<file path="config.mk">
export PLATFORM = sky130hd
export DESIGN_NAME = mult_div_unit_flat
export DESIGN_NICKNAME = d
export VERILOG_FILES = /design/src/rtl/mult_div_unit_if.sv /design/src/rtl/mult_div_unit.sv /design/src/flat_wrapper.sv
export SDC_FILE = /design/constraint.sdc
export NUM_CORES = 1
export LEC_CHECK = 0
export BUFFER_PORTS_ARGS = -buffer_cell sky130_fd_sc_hd__buf_2
export CORE_MARGIN = 5
export CORE_UTILIZATION = 30
export CTS_BUF_LIST = sky130_fd_sc_hd__clkbuf_8
export DETAILED_ROUTE_END_ITERATION = 6
export PLACE_DENSITY_LB_ADDON = 0.2
export SLEW_MARGIN = 20
export SYNTH_ARGS = -nofsm -noshare
export SYNTH_HDL_FRONTEND = slang
export SYNTH_SLANG_ARGS = --single-unit
</file>
<file path="constraint.sdc">
create_clock -name clock -period 9 [get_ports clock]
set_input_delay 0.45 -clock clock [delete_from_list [all_inputs] [get_ports clock]]
set_output_delay 0.45 -clock clock [all_outputs]
set_load 0.005 [all_outputs]
</file>
<file path="src/rtl/mult_div_unit_if.sv">
// Operand/result bundle between the register-read stage and the mult/div unit.
// The master drives operands and control; the slave returns status and Hi/Lo.
interface mult_div_unit_if #(parameter int WIDTH = 16);
  logic             start;
  logic [1:0]       op;
  logic [WIDTH-1:0] inA;
  logic [WIDTH-1:0] inB;
  logic             mthi;
  logic             mtlo;
  logic             busy;
  logic             done;
  logic             div_by_zero;
  logic [WIDTH-1:0] hi;
  logic [WIDTH-1:0] lo;

  modport master (
    output start, op, inA, inB, mthi, mtlo,
    input  busy, done, div_by_zero, hi, lo
  );

  modport slave (
    input  start, op, inA, inB, mthi, mtlo,
    output busy, done, div_by_zero, hi, lo
  );
endinterface

</file>
<file path="src/rtl/mult_div_unit.sv">
// Iterative multiply (shift-add) / restoring divide owning the Hi/Lo pair.
// States: IDLE waits for start or mthi/mtlo, RUN iterates WIDTH times, FIX signs and writes Hi/Lo.
module mult_div_unit #(
  parameter int WIDTH = 16
) (
  input logic            clock,
  input logic            reset,
  mult_div_unit_if.slave bus
);
  typedef enum logic [1:0] {S_IDLE, S_RUN, S_FIX} state_t;
  localparam int CW = $clog2(WIDTH);

  state_t             r_state;
  logic [1:0]         r_op;
  logic [2*WIDTH-1:0] r_acc;
  logic [WIDTH-1:0]   r_opnd;
  logic [WIDTH-1:0]   r_in_a;
  logic [WIDTH-1:0]   r_hi;
  logic [WIDTH-1:0]   r_lo;
  logic [CW-1:0]      r_cnt;
  logic               r_neg_q;
  logic               r_neg_r;
  logic               r_busy;
  logic               r_done;
  logic               r_dbz;

  logic               w_signed;
  logic [WIDTH-1:0]   w_abs_a;
  logic [WIDTH-1:0]   w_abs_b;
  logic [WIDTH:0]     w_mul_sum;
  logic [WIDTH:0]     w_div_shift;
  logic [WIDTH:0]     w_div_diff;
  logic               w_div_ge;
  logic [WIDTH-1:0]   w_div_rem;
  logic [2*WIDTH-1:0] w_prod;
  logic [WIDTH-1:0]   w_quo;
  logic [WIDTH-1:0]   w_rem;
  logic               w_dbz;

  // Magnitudes stay WIDTH-bit unsigned, so negating 0x8000 yields 0x8000 correctly.
  assign w_signed = ~bus.op[0];
  assign w_abs_a  = (w_signed && bus.inA[WIDTH-1]) ? -bus.inA : bus.inA;
  assign w_abs_b  = (w_signed && bus.inB[WIDTH-1]) ? -bus.inB : bus.inB;

  // r_acc: upper half is partial product / remainder, lower half is multiplier / dividend-quotient.
  assign w_mul_sum   = {1'b0, r_acc[2*WIDTH-1:WIDTH]} + (r_acc[0] ? {1'b0, r_opnd} : '0);
  assign w_div_shift = {r_acc[2*WIDTH-1:WIDTH], r_acc[WIDTH-1]};
  assign w_div_diff  = w_div_shift - {1'b0, r_opnd};
  assign w_div_ge    = (w_div_shift >= {1'b0, r_opnd});
  assign w_div_rem   = w_div_ge ? w_div_diff[WIDTH-1:0] : w_div_shift[WIDTH-1:0];

  assign w_prod = r_neg_q ? -r_acc : r_acc;
  assign w_quo  = r_neg_q ? -r_acc[WIDTH-1:0] : r_acc[WIDTH-1:0];
  assign w_rem  = r_neg_r ? -r_acc[2*WIDTH-1:WIDTH] : r_acc[2*WIDTH-1:WIDTH];
  assign w_dbz  = r_op[1] && (r_opnd == '0);

  always_ff @(posedge clock or posedge reset) begin
    if (reset) begin
      r_state <= S_IDLE;
      r_op    <= '0;
      r_acc   <= '0;
      r_opnd  <= '0;
      r_in_a  <= '0;
      r_hi    <= '0;
      r_lo    <= '0;
      r_cnt   <= '0;
      r_neg_q <= 1'b0;
      r_neg_r <= 1'b0;
      r_busy  <= 1'b0;
      r_done  <= 1'b0;
      r_dbz   <= 1'b0;
    end else begin
      r_done <= 1'b0;
      case (r_state)
        S_IDLE: begin
          if (bus.start) begin
            r_state <= S_RUN;
            r_busy  <= 1'b1;
            r_dbz   <= 1'b0;
            r_op    <= bus.op;
            r_cnt   <= '0;
            r_in_a  <= bus.inA;
            r_neg_q <= w_signed & (bus.inA[WIDTH-1] ^ bus.inB[WIDTH-1]);
            r_neg_r <= w_signed & bus.inA[WIDTH-1];
            if (bus.op[1]) begin
              r_acc  <= {{WIDTH{1'b0}}, w_abs_a};
              r_opnd <= w_abs_b;
            end else begin
              r_acc  <= {{WIDTH{1'b0}}, w_abs_b};
              r_opnd <= w_abs_a;
            end
          end else begin
            if (bus.mthi) r_hi <= bus.inA;
            if (bus.mtlo) r_lo <= bus.inA;
          end
        end
        S_RUN: begin
          if (r_op[1]) r_acc <= {w_div_rem, r_acc[WIDTH-2:0], w_div_ge};
          else         r_acc <= {w_mul_sum, r_acc[WIDTH-1:1]};
          if (r_cnt == CW'(WIDTH-1)) r_state <= S_FIX;
          r_cnt <= r_cnt + CW'(1);
        end
        S_FIX: begin
          r_state <= S_IDLE;
          r_busy  <= 1'b0;
          r_done  <= 1'b1;
          if (!r_op[1]) begin
            {r_hi, r_lo} <= w_prod;
          end else if (w_dbz) begin
            r_hi  <= r_in_a;
            r_lo  <= '1;
            r_dbz <= 1'b1;
          end else begin
            r_hi <= w_rem;
            r_lo <= w_quo;
          end
        end
        default: r_state <= S_IDLE;
      endcase
    end
  end

  assign bus.busy        = r_busy;
  assign bus.done        = r_done;
  assign bus.div_by_zero = r_dbz;
  assign bus.hi          = r_hi;
  assign bus.lo          = r_lo;
endmodule
</file>
<file path="src/flat_wrapper.sv">
// flat-port wrapper written by rule: the top's interface ports become plain ports
module mult_div_unit_flat 
#(
  parameter int WIDTH = 16
)
  (clock, reset, bus_start, bus_op, bus_inA, bus_inB, bus_mthi, bus_mtlo, bus_busy, bus_done, bus_div_by_zero, bus_hi, bus_lo);
  mult_div_unit_if #(.WIDTH(WIDTH)) bus_i ();
  input logic clock;
  input logic reset;
  input wire logic [$bits(bus_i.start)-1:0] bus_start;
  input wire logic [$bits(bus_i.op)-1:0] bus_op;
  input wire logic [$bits(bus_i.inA)-1:0] bus_inA;
  input wire logic [$bits(bus_i.inB)-1:0] bus_inB;
  input wire logic [$bits(bus_i.mthi)-1:0] bus_mthi;
  input wire logic [$bits(bus_i.mtlo)-1:0] bus_mtlo;
  output wire logic [$bits(bus_i.busy)-1:0] bus_busy;
  output wire logic [$bits(bus_i.done)-1:0] bus_done;
  output wire logic [$bits(bus_i.div_by_zero)-1:0] bus_div_by_zero;
  output wire logic [$bits(bus_i.hi)-1:0] bus_hi;
  output wire logic [$bits(bus_i.lo)-1:0] bus_lo;
  assign bus_i.start = bus_start;
  assign bus_i.op = bus_op;
  assign bus_i.inA = bus_inA;
  assign bus_i.inB = bus_inB;
  assign bus_i.mthi = bus_mthi;
  assign bus_i.mtlo = bus_mtlo;
  assign bus_busy = bus_i.busy;
  assign bus_done = bus_i.done;
  assign bus_div_by_zero = bus_i.div_by_zero;
  assign bus_hi = bus_i.hi;
  assign bus_lo = bus_i.lo;
  mult_div_unit #(.WIDTH(WIDTH)) u_core (.clock(clock), .reset(reset), .bus(bus_i));
endmodule
</file>
==> metrics.yaml <==
run_status:
  status: "complete, no violations"
worst_setup_path:
  worstPathArrival_ps: 4040
  end_kind: "flip-flop"
  cp.required_ps: 9340
  worstSetupPathType: "reg2reg"
  crit_path_max_fanout: 19
  start_kind: "flip-flop"
global_routing:
  grt_pass1_wl_um: 45400
  overflow: 0
  grtUsageTotal: 0.182
  antenna_found_initial: 1
  grt_pass1_vias: 7743
  grt_max_degree: 77
synth:
  yosys_most_used_dff: "dfrtp_1"
  netlist_instances: 1101
  synth.area.mux_share: 0.0369
  synth-edff-count: 0
  yosys.area_share.simple: 0.195
  syn_nets: 1179
  synth_cell_type_count: 69
  yosysTopAreaCellShare: 0.314
  synth_xor_area_frac: 0.0896
  synthTopCellsByArea: "dfrtp_1 31%, nand2_1 6.8%, ha_1 5.4%, xnor2_1 5.0%, a21oi_1 4.9%"
  synth_top_family_by_area: "compound AO/OA/AOI/OAI gates"
  yosysSeqAreaShare: 0.314
  synth_seq_cells: 108
  synth_area_mm2: 0.00860
  synth_top_area_cell: "dfrtp_1"
  yosys.area_share.adder: 0.0585
  synth_compound_area_frac: 0.255
  synth_area_per_cell_um2: 7.81
  async_reset_ff_frac: 1.00
  yosys_warnings: 0
pwr:
  powerDensity_mw_per_mm2: 392
  p_seq_frac: 0.277
  power.leakage_uw: 0.00405
  internal_power_uw: 1880
  p_sw_uw: 1840
  combPwrFrac: 0.627
  switching_share: 0.495
  power_frac_clock: 0.096
  ir_drop_uv: 143
clock_network:
  clockRootBuffer: "clkbuf_8"
  clock_path_buffers: 2
  ctsResizeCount: 0
  hold_buffers: 0
  cts_tree: "built"
  cts.sinks: 108
  cts_max_level: 3
  clk_pin_slew_ps: 120
  clock_latency_ps: 410
  cts_made_buffers: 9
  postCtsSetupRepairBufs: 0
floorplan:
  rows: 62
  die_width_um: 179
  start_util: 0.301
  io_pins: 74
  fp.coreArea_mm2: 0.0285
  die_area_mm2: 0.0322
  dieHeight_um: 179
drt:
  wl_per_cell_um: 19.3
  viasPerCell: 5.38
  vias: 8095
  first_iter_violations: 615
  post-route-drc-count: 0
  ant_nets: 0
  totalWireLength_um: 29100
  drtPass1Iterations: 5
layout:
  mostFrequentLayoutCell: "nand2_1"
  nets: 1194
  diodes: 0
  syn2layout_area_growth_pct: 10.1
  fillers: 3147
  drive_gt1_frac: 0.0963
  layout_common_cells: "156 x nand2_1, 107 x dfrtp_1, 87 x nor2_1"
timing:
  tns_ps: 0
  min_period_ps: 3700
  setup-violations-final: 0
  slew_violations: 0
  hold_viol: 0
  max-slew-margin-rel: 0.399
  rsz0062_at_grt: "false"
  holdWs_ps: 60.3
  finalCritPeriodShare: 0.411
  worstMarginPinSlew_ps: 900
  fin_skew_ps: 19.4
  fmax_mhz: 270
hold_path:
  holdCritPathClass: "in2async"
place:
  hpwlAfterDp_um: 21400
  place_congestion: 0.851
  port_buffers: 73
run:
  drv_cap: 0
## metrics by stage
stage               utilization  setup slack, ps  instance area [um2]  total power, uW  instances
global route              0.332             5010                 9480             4070       1505
finish                    0.332             5300                 9480             3720       1505
CTS                       0.332             5330                 9460             3730       1505
global placement          0.324             5430                 9240             3360       1489
floorplan                     -             5700                 8600             2730       1101
detailed placement        0.324             5360                 9240             3360       1489
## registers in the layout (all words and copies together), names as in the netlist
| signal | flops |
|---|---|
| u_core.r_acc | 32 |
| u_core.bus.hi | 16 |
| u_core.bus.lo | 16 |
| u_core.r_in_a | 16 |
| u_core.r_opnd | 16 |
| u_core.r_cnt | 4 |
| u_core.r_state | 2 |
| u_core.bus.busy | 1 |
| u_core.bus.div_by_zero | 1 |
| u_core.bus.done | 1 |
| u_core.r_neg_q | 1 |
| u_core.r_neg_r | 1 |
| u_core.r_op | 1 |
## cell type report
| type | instances | area, um2 | area share |
|---|---|---|---|
| multi-input cells | 878 | 5490 | 0.579 |
| flip-flops and latches | 108 | 2700 | 0.285 |
| well taps | 384 | 480 | 0.0507 |
| repair buffers | 82 | 437 | 0.0461 |
| inverters | 37 | 141 | 0.0149 |
| clock buffers | 9 | 124 | 0.0131 |
| clock inverters | 7 | 98.8 | 0.0104 |
## worst max-delay path, cell delays in order, from the launching register on
cell and delay, ps:
dfrtp_1 520, ha_1 410, a21oi_1 230, nor3b_1 220
a21oi_1 170, a41oi_1 520, nand2_1 660, and4_1 450
o31a_1 290, nor3_1 170
## final timing paths
| kind | start | end | slack [ps] | cells after the start |
|---|---|---|---|---|
| max | u_core.r_acc[18] | u_core.r_acc[30] | 5300 | 9 |
| min | reset | u_core.r_acc[23] | 60 | 2 |
| max reg2reg | u_core.r_acc[18] | u_core.r_acc[30] | 5300 | 9 |
| min reg2reg | u_core.r_in_a[5] | u_core.r_in_a[5] | 480 | 2 |
| max in group asynchronous | reset | u_core.r_op[1] | 7780 | 3 |
| min in group clock | bus_start | u_core.bus.busy | 350 | 3 |
## metal layers
layer  global-route usage  wire, um  vias up
li1                     -         -     3983
met1                0.259     13800     3915
met2                0.293     13500      164
met3               0.0281      1240       31
met4               0.0381       440        2
met5                    0        13        -
## Yosys cell counts (20+ instances only)
library cell,n
nand2_1,156
nor3_1,20
mux2i_1,25
nand3_1,23
inv_1,35
xnor2_1,49
xor2_1,39
ha_1,37
dfrtp_1,108
o21ai_0,69
o21ai_1,42
a21oi_1,85
nor2_1,88
a211oi_1,23
clkbuf_1,66
o211ai_1,22
## power by group through the flow
stage	logic, uW	clock network, uW	registers (uW)
3_5_place_dp	2320	0	1040
5_1_grt	2630	379	1070
4_1_cts	2340	363	1030
6_report	2330	356	1030
2_1_floorplan	1840	0	887
3_3_place_gp	2330	0	1030
## cell families after synthesis
logic type,after synthesis
AOI/OAI and AO/OA,354
xor gates and xnor gates,88
adders and majority gates,39
buffers and inverters,115
DFF,108
muxes,31
and+or+nand+nor,366
Note: power is estimated with default switching activity, not from simulation.
